`config.mk`:
```
export PLATFORM = sky130hd
export DESIGN_NAME = coef_unpacker
export DESIGN_NICKNAME = d
export VERILOG_FILES = /design/src/rtl/coef_unpacker_pkg.sv /design/src/rtl/coef_reduce.sv /design/src/rtl/coef_unpacker.sv
export SDC_FILE = /design/constraint.sdc
export NUM_CORES = 1
export LEC_CHECK = 0
export CORE_MARGIN = 2
export CORE_UTILIZATION = 25
export DETAILED_ROUTE_END_ITERATION = 12
export PLACE_DENSITY_LB_ADDON = 0.1
export SYNTH_ARGS = -nofsm -noshare
export SYNTH_HDL_FRONTEND = slang
export SYNTH_SLANG_ARGS = --single-unit
```
`constraint.sdc`:
```
create_clock -name clk -period 3.55 [get_ports clk]
set_input_delay 0.5325 -clock clk [delete_from_list [all_inputs] [get_ports clk]]
set_output_delay 0.5325 -clock clk [all_outputs]
set_load 0.05 [all_outputs]
```
`src/rtl/coef_unpacker_pkg.sv`:
```
// -----------------------------------------------------------------------------
// coef_unpacker_pkg
//
// Shared Kyber constants used by the coefficient unpacking path.
//
// Contents:
//    KYBER_Q           modulus used for the compare-subtract reduction
//    KYBER_N           coefficients per polynomial frame
//    KYBER_COEF_WIDTH  packed coefficient width in bits
//    BUF_WIDTH         width of the unpacker bit buffer
//    FILL_WIDTH        width of the bit buffer fill counter (0..55)
//    ST_*              unpacker FSM state encoding
//    words_per_frame   number of FIFO words that carry one full frame
// -----------------------------------------------------------------------------
package coef_unpacker_pkg;

   localparam int KYBER_Q          = 3329;
   localparam int KYBER_N          = 256;
   localparam int KYBER_COEF_WIDTH = 12;

   // 56 bits is enough to hold up to 23 leftover bits plus one 32-bit word,
   // which is the worst case given reads are only issued below 24 bits.
   localparam int BUF_WIDTH  = 56;
   localparam int FILL_WIDTH = 6;

   localparam logic [1:0] ST_IDLE = 2'd0;
   localparam logic [1:0] ST_RUN  = 2'd1;
   localparam logic [1:0] ST_DONE = 2'd2;

   function automatic int words_per_frame(input int n_coef,
                                          input int coef_width,
                                          input int dat_width);
      return (n_coef * coef_width) / dat_width;
   endfunction

endpackage

```
`src/rtl/coef_reduce.sv`:
```
// -----------------------------------------------------------------------------
// coef_reduce
//
// Single-step range reduction of a packed coefficient: values at or above Q
// have Q subtracted once. A 12-bit raw value is at most 4095, so one
// subtraction always lands inside [0, Q).
//
// Ports:
//    raw           raw packed coefficient taken from the bit buffer
//    reduced       raw, or raw - Q when raw >= Q
//    out_of_range  high when raw >= Q
// -----------------------------------------------------------------------------
module coef_reduce
   import coef_unpacker_pkg::*;
#(
   parameter int COEF_WIDTH = KYBER_COEF_WIDTH,
   parameter int Q          = KYBER_Q
) (
   input  logic [COEF_WIDTH-1:0] raw,
   output logic [COEF_WIDTH-1:0] reduced,
   output logic                  out_of_range
);

   localparam logic [COEF_WIDTH-1:0] Q_W = COEF_WIDTH'(Q);

   // Compare against Q and subtract it once; output keeps the input width.
   always_comb begin
      out_of_range = (raw >= Q_W);
      reduced      = raw;
      if (out_of_range) begin
         reduced = raw - Q_W;
      end
   end

endmodule

```
`src/rtl/coef_unpacker.sv`:
```
// -----------------------------------------------------------------------------
// coef_unpacker
//
// Pulls 32-bit words from a FIFO, splits the little-endian bit stream into
// 12-bit coefficients, range-reduces each one against Q and presents them on
// a valid/ready output. One frame is 256 coefficients carried by 96 words.
//
// Ports:
//    clk         single clock, all logic on the rising edge
//    sclr        synchronous active-high reset, overrides everything
//    start       one-cycle pulse that begins a frame (ignored unless idle)
//    rd_dat      FIFO read data, valid the cycle after an accepted rd_req
//    rd_empty    FIFO empty flag
//    rd_req      FIFO read request
//    coef        reduced coefficient
//    coef_idx    coefficient index within the frame
//    coef_valid  coef/coef_idx/coef_last are valid
//    coef_ready  downstream accepts on coef_valid & coef_ready
//    coef_last   high with the final coefficient of the frame
//    busy        frame in progress
//    done        one-cycle pulse after the last coefficient is accepted
//    range_err   sticky flag: some raw coefficient in the frame was >= Q
//
// DAT_WIDTH other than 32 is not supported.
// -----------------------------------------------------------------------------
module coef_unpacker
   import coef_unpacker_pkg::*;
#(
   parameter int DAT_WIDTH  = 32,
   parameter int COEF_WIDTH = KYBER_COEF_WIDTH,
   parameter int N_COEF     = KYBER_N,
   parameter int Q          = KYBER_Q
) (
   input  logic                  clk,
   input  logic                  sclr,
   input  logic                  start,
   input  logic [DAT_WIDTH-1:0]  rd_dat,
   input  logic                  rd_empty,
   output logic                  rd_req,
   output logic [COEF_WIDTH-1:0] coef,
   output logic [7:0]            coef_idx,
   output logic                  coef_valid,
   input  logic                  coef_ready,
   output logic                  coef_last,
   output logic                  busy,
   output logic                  done,
   output logic                  range_err
);

   localparam int WORDS  = words_per_frame(N_COEF, COEF_WIDTH, DAT_WIDTH);
   localparam int WCNT_W = $clog2(WORDS + 1);
   localparam int CCNT_W = $clog2(N_COEF + 1);

   localparam logic [WCNT_W-1:0]     WORDS_W       = WCNT_W'(WORDS);
   localparam logic [CCNT_W-1:0]     N_COEF_W      = CCNT_W'(N_COEF);
   localparam logic [CCNT_W-1:0]     LAST_IDX_W    = CCNT_W'(N_COEF - 1);
   localparam logic [FILL_WIDTH-1:0] FILL_POP      = FILL_WIDTH'(COEF_WIDTH);
   localparam logic [FILL_WIDTH-1:0] FILL_WORD     = FILL_WIDTH'(DAT_WIDTH);
   localparam logic [FILL_WIDTH-1:0] FILL_RD_LIMIT = FILL_WIDTH'(BUF_WIDTH - DAT_WIDTH);

   logic [1:0]            state;
   logic [BUF_WIDTH-1:0]  bit_buf;
   logic [FILL_WIDTH-1:0] fill;
   logic [WCNT_W-1:0]     words_read;
   logic [CCNT_W-1:0]     coef_cnt;
   logic                  in_flight;

   logic                  start_frame;
   logic                  accept;
   logic                  pop;
   logic [BUF_WIDTH-1:0]  buf_shift;
   logic [BUF_WIDTH-1:0]  buf_next;
   logic [FILL_WIDTH-1:0] fill_shift;
   logic [FILL_WIDTH-1:0] fill_next;

   logic [COEF_WIDTH-1:0] raw_coef;
   logic [COEF_WIDTH-1:0] red_coef;
   logic                  raw_oor;

   assign start_frame = (state == ST_IDLE) && start;
   assign accept      = coef_valid && coef_ready;
   assign busy        = (state == ST_RUN);

   // A coefficient leaves the buffer whenever 12 bits are available and the
   // output register is free or being emptied this cycle, so a steady
   // coef_ready=1 gives one coefficient per cycle out of the buffer.
   assign pop = (state == ST_RUN) && (fill >= FILL_POP) &&
                (!coef_valid || coef_ready) && (coef_cnt < N_COEF_W);

   // Only one read may be outstanding, and a read is only issued while the
   // buffer can still take a full word after any pops in the landing cycle.
   assign rd_req = !sclr && (state == ST_RUN) && !rd_empty && !in_flight &&
                   (words_read < WORDS_W) && (fill < FILL_RD_LIMIT);

   assign raw_coef = bit_buf[COEF_WIDTH-1:0];

   coef_reduce #(
      .COEF_WIDTH (COEF_WIDTH),
      .Q          (Q)
   ) u_reduce (
      .raw          (raw_coef),
      .reduced      (red_coef),
      .out_of_range (raw_oor)
   );

   // Next buffer contents: drop the popped coefficient first, then place the
   // landing word directly above whatever bits remain, so pop and append can
   // happen in the same cycle without losing ordering.
   always_comb begin
      buf_shift  = bit_buf;
      fill_shift = fill;
      if (pop) begin
         buf_shift  = bit_buf >> COEF_WIDTH;
         fill_shift = fill - FILL_POP;
      end
      buf_next  = buf_shift;
      fill_next = fill_shift;
      if (in_flight) begin
         buf_next  = buf_shift | (BUF_WIDTH'(rd_dat) << fill_shift);
         fill_next = fill_shift + FILL_WORD;
      end
   end

   // Frame sequencing: IDLE waits for start, RUN lasts until the final
   // coefficient is accepted, DONE is a single cycle that raises done.
   // The in-flight flag marks the cycle in which rd_dat must be captured.
   always_ff @(posedge clk) begin
      if (sclr) begin
         state      <= ST_IDLE;
         done       <= 1'b0;
         in_flight  <= 1'b0;
         words_read <= '0;
      end else begin
         done <= 1'b0;
         case (state)
            ST_IDLE: begin
               in_flight <= 1'b0;
               if (start) begin
                  state      <= ST_RUN;
                  words_read <= '0;
               end
            end
            ST_RUN: begin
               in_flight <= rd_req;
               if (rd_req) begin
                  words_read <= words_read + 1'b1;
               end
               if (accept && coef_last) begin
                  state <= ST_DONE;
                  done  <= 1'b1;
               end
            end
            ST_DONE: begin
               in_flight <= 1'b0;
               state     <= ST_IDLE;
            end
            default: begin
               in_flight <= 1'b0;
               state     <= ST_IDLE;
            end
         endcase
      end
   end

   // Bit buffer and its fill count. Cleared at the start of each frame so a
   // previous aborted frame can never leak bits into the next one.
   always_ff @(posedge clk) begin
      if (sclr) begin
         bit_buf <= '0;
         fill    <= '0;
      end else if (start_frame) begin
         bit_buf <= '0;
         fill    <= '0;
      end else if (state == ST_RUN) begin
         bit_buf <= buf_next;
         fill    <= fill_next;
      end
   end

   // Output register. It is only reloaded by a pop, and a pop is only allowed
   // when the register is free or being accepted, so the presented value stays
   // frozen for as long as the consumer holds coef_ready low.
   always_ff @(posedge clk) begin
      if (sclr) begin
         coef       <= '0;
         coef_idx   <= '0;
         coef_last  <= 1'b0;
         coef_valid <= 1'b0;
         coef_cnt   <= '0;
         range_err  <= 1'b0;
      end else if (start_frame) begin
         coef_valid <= 1'b0;
         coef_cnt   <= '0;
         range_err  <= 1'b0;
      end else if (pop) begin
         coef       <= red_coef;
         coef_idx   <= coef_cnt[7:0];
         coef_last  <= (coef_cnt == LAST_IDX_W);
         coef_valid <= 1'b1;
         coef_cnt   <= coef_cnt + 1'b1;
         if (raw_oor) begin
            range_err <= 1'b1;
         end
      end else if (accept) begin
         coef_valid <= 1'b0;
      end
   end

endmodule

```
Yosys cells after proc, flatten, opt, wreduce, memory -nomap -nowiden
Index checks and enable logic that the tools add are counted.

word-level totals
  flip-flop bits (word level) = 105
  logic and storage cells = 70

operators by class
  add/sub/neg operators = 5
  magnitude comparators = 5
  eq/ne operators = 5
  shift operators = 1
  multiplexer cells = 14
  bitwise gates (word level) = 3
  reduce and logical (&&, ||, !) cells = 25

operator list
  cell                    count
  $mux 56                 2
  $or 56x56->56           1
  $shl 32x6->56           1
  $mux 7                  2
  $pmux 7 s2              1
  $ge 12x12->1 const B    1
  $mux 12                 1
  $mux 6                  2
  $sub 12x12->12 const B  1
  $logic_and 1x1->1       11
  $add 9x1->9 const B     1
  $eq 9x8->1 const B      1
  $lt 9x9->1 const B      1
  $add 7x1->7 const B     1
  $lt 7x7->1 const B      1
  $add 6x6->6 const B     1
  $ge 6x4->1 const B      1
  $lt 6x5->1 const B      1
  $reduce_and 2->1        3
  $sub 6x4->6 const B     1
  $logic_not 1->1         4
  $mux 2                  2
  $ne 2x2->1 const B      2
  $pmux 2 s2              1
  other kinds (9)         14

Depth between registers and ports, before layout
  depth in word-level cells = 8
  mapped depth = 11
  depth with buffers taken out = 8

Modules after synthesis
Synthesis repeated with hierarchy kept, for this count alone.

second synthesis, totals
  cells, all modules = 856
  area total of the unflattened synthesis = 6641.4 sq um

modules (own cells, without submodules)
  module         instances  cells an instance  area each (sq um)  sequential area each (sq um)
  coef_unpacker  1          810                6297.3             2062.0
  coef_reduce    1          46                 344.1              0.0

Worst setup path before layout
No wires, ideal clock.

  path kind = reg2out
  start point = register state[1]
  end point = output port rd_req
  arrival = 2164 ps
  required time = 3017 ps
  setup slack = 853 ps
  cell stages (with the launch flop) = 7
  buffers on the path = 3
  cell sequence = dfxtp_1 > buf_6 > nand2b_1 > inv_1 > clkbuf_1 > clkbuf_1 > and3_1

between the ends
  word-level cells in the longest chain between the ends = 6

ends and longest elaborated chain
  item                            RTL line              source
  from (decl)                     coef_unpacker.sv:61   logic [1:0] state;
  from (signal assigned)          coef_unpacker.sv:129  state <= ST_IDLE;
  from (signal assigned)          coef_unpacker.sv:139  state <= ST_RUN;
  from (signal assigned)          coef_unpacker.sv:149  state <= ST_DONE;
  $eq 2x1->1                      n/a
  via busy                        coef_unpacker.sv:45   output logic busy,
  $logic_and 1x1->1 (4 in a row)  coef_unpacker.sv:92   assign rd_req = !sclr && (state == ST_RUN) && !rd_empty && !in_flight &&
  $logic_and 1x1->1               coef_unpacker.sv:93   (words_read < WORDS_W) && (fill < FILL_RD_LIMIT);
  to (decl)                       coef_unpacker.sv:39   output logic rd_req,

The timed path passes the listed nets, and every way through them passes these cells.

Worst setup path after layout
  start point = register state[0]
  end point = register bit_buf[13]

between the ends
  word-level cells in the longest chain between the ends = 8

ends and longest elaborated chain
  item                            RTL line                                   source
  $eq 2x1->1                      coef_unpacker.sv:87, coef_unpacker.sv:174
  $logic_and 1x1->1 (2 in a row)  coef_unpacker.sv:87                        assign pop = (state == ST_RUN) && (fill >= FILL_POP) &&
  $logic_and 1x1->1               coef_unpacker.sv:88                        (!coef_valid || coef_ready) && (coef_cnt < N_COEF_W);
  $mux 6                          coef_unpacker.sv:112                       if (pop) begin
  $shl 32x6->56                   coef_unpacker.sv:119                       buf_next = buf_shift | (BUF_WIDTH'(rd_dat) << fill_shift);
  $or 56x56->56                   coef_unpacker.sv:119
  $mux 56                         coef_unpacker.sv:118                       if (in_flight) begin
  to (signal assigned)            coef_unpacker.sv:175                       bit_buf <= buf_next;
  to (decl)                       coef_unpacker.sv:62                        logic [BUF_WIDTH-1:0] bit_buf;

Several ways; a longest one is shown, not always the timed one.
A chain may end at the register's enable or synchronous reset.

==> results.md <==
- Via count: 7047
- Pleak: 2.91 nW
- Syn avg cell area: 8.02 um^2
- Routability cong.: 0.870
- Initial antenna violation count: 1
- Hold_ws: 0.455 ns
- VDD IR max: 0.000236 V
- Detailed-route DRC error count: 0
- Postcts setup bufs: 0
- Placed cell count: 1235
- Critical path launch point: state[0]
- Final WS setup: 0.412 ns
- Initial Util: 25.5%
- PortBufs: 62
- Total Wirelength: 29700 um
- CP endpoint kind: register
- Vias in the first global route: 6777
- Non-Filler Instances: 1251
- Worst hold start: coef[1]
- Register Area: 2060 um^2
- Max Clk Rate: 319 MHz
- Most frequent cells in the layout: dfxtp_1 (103), nand2_1 (101), nor2_1 (83), clkdlybuf4s50_1 (60), nand3_1 (55)
- Root buf cell: clkbuf_16
- Iter 0 DRT Violations: 547
- FP Rows: 60
- Layout area overhead: 20.7%
- Die X-Extent: 170 um
- Global-route wire length before repair: 44500 um
- Vias per cell: 5.63
- Arrival time worst endpoint: 3.42 ns
- Post-cts sizing count: 0
- Worst Clk Skew: 0.0130 ns
- Sequential cell area fraction in the yosys report: 30.0%
- Fin nets: 948
- Status: finished clean
- Die Y: 170 um
- Worst EP required: 3.83 ns
- H-tree depth: 3
- Most common cell after layout, fill and taps aside: dfxtp_1
- TritonCTS clock tree: built
- Die footprint: 28800 um^2
- PwrDens: 304 nW/um^2
- DP HPWL: 21500 um
- Final Max Slew Viols: 0
- Sum of negative setup slack: 0 ns
- DRT antenna net count: 0
- Worst slew margin: 38.6%
- Pin count of the biggest net entering global routing: 63
- Max Cap Viol: 0
- Synthesized instance count: 857
- Clock transition at path regs: 0.08 ns
- Worst Setup Path Type: reg2reg
- EDFF count, synth: 0
- Worst Setup Start Kind: register
- Top fanout value on the critical path: 45
- Final hold vios: 0
- Total Routing Usage GR: 20.7%
- N_diodes: 0
- CTS buffer count: 9
- Syn nets: 900
- Post-synth top flop: dfxtp_1
- FILL cells: 2873
- Number of detailed-route iterations in the first pass: 5
- Warning count from the yosys run: 0
- Final worst path period share: 88.4%
- RSZ-0062 raised after global routing: no
- Tmin final: 3.14 ns
- Synth unique cells: 80
- Least-Margin Pin Slew: 0.918 ns
- Async S/R FF share, synth: 0%
- FF-to-FF Start: state[0]
- Hold/Removal Path Class: reg2reg
- Number of I/O pins: 63
- Core Box Area: 27000 um^2
- # setup viols final: 0
- GRT overflow: 0
- Hold-fix buffers, CTS: 0
- Max clock buf depth: 2
- Synth Cell Area: 6870 um^2
- Multi-input logic area: 4470 um^2
- Total number of clock tree sinks: 103
- FF+latch count, synth: 103
- Fraction of layout cells with a size suffix above 1: 12.1%
- Clock latency on the worst-skew pair: 0.37 ns
- Drt wl/cell: 23.8 um
- DP Worst Slack: 0.277 ns
-- cells in the mapped netlist (all sizes together), types with 6 or more instances --
master / instances / share of area, %
dfxtp: 103 / 30
or2: 6 / 0.55
or3: 7 / 0.64
nor2: 83 / 4.5
mux2i: 48 / 7.0
clkbuf: 41 / 2.2
xor2: 9 / 1.1
o221ai: 26 / 3.5
a31oi: 22 / 2.1
mux2: 8 / 1.4
nand3: 56 / 4.1
a221oi: 8 / 1.0
and3: 18 / 1.6
a21oi: 52 / 3.8
nand4: 11 / 1.0
xnor2: 9 / 1.1
o21ai: 32 / 2.3
nor3: 12 / 1.3
inv: 8 / 0.44
o211ai: 12 / 1.3
o21a: 8 / 0.87
nand2b: 8 / 0.73
ha: 6 / 1.1
buf: 31 / 2.6
nand2: 105 / 5.9
a211oi: 19 / 2.1
-- flip-flops by register name, indices dropped and copies added, names as in the netlist --
| signal | count |
|---|---|
| bit_buf | 56 |
| coef_idx | 8 |
| state | 2 |
| words_read | 7 |
| in_flight | 1 |
| coef_last | 1 |
| coef | 12 |
| done | 1 |
| coef_cnt | 9 |
| range_err | 1 |
| coef_valid | 1 |
| fill | 4 |
-- final timing paths --
path,endpoint,cells after the start,slack (ns)
setup reg to reg,bit_buf[13],6,0.41
setup / recovery,bit_buf[13],6,0.41
hold / removal,coef[1],2,0.45
hold reg to reg,coef[1],2,0.45
-- worst max-delay path, cell delays in order, from the launching register on --
cell and delay (ns):
dfxtp_1 0.45, or3b_1 0.69, nor3_4 0.45, buf_12 0.31
mux4_1 0.72, o21a_1 0.22, a211oi_1 0.19
-- kinds of logic after synthesis --
| kind of cell | share of synthesized area [%] |
|---|---|
| AND/OR/NAND/NOR | 24.0 |
| AO/OA/AOI/OAI | 27.5 |
| flip-flops | 30.0 |
| buffers and inverters | 5.28 |
| multiplexers | 9.83 |
| XOR/XNOR | 2.29 |
| adder cells (fa/ha/maj) | 1.09 |
-- routing by layer --
layer	GRT usage, %	vias to the layer above	wire length (um)
met1	28.1	3419	13600
li1	-	3345	-
met5	0	-	0
met3	2.66	49	1390
met2	33.2	234	13600
met4	8.32	0	1060
-- where the power goes --
group	leakage [nW]	switching [mW]	internal, mW
sequential	0.830	0.0120	1.16
clock	0.144	0.535	0.493
combinational	1.93	0.203	0.117
total	2.91	0.750	1.77
-- cell type report --
cell class              count  area share, %
flip-flops and latches    103           24.9
inverters                   8          0.362
multi-input cells         674           53.9
clock buffers               9           2.72
repair buffers            109           12.3
clock inverters             7          0.784
well taps                 341           5.14
-- stage by stage --
step           utilization [%]  instance area [um^2]  total power, mW
2_1_floorplan                -                  6870             1.36
3_3_place_gp              29.7                  8000             1.52
3_5_place_dp              29.7                  8000             1.52
4_1_cts                   30.8                  8290             2.56
5_1_grt                   30.8                  8290             2.62
6_report                  30.8                  8290             2.52
(Power assumes the default switching activity.)
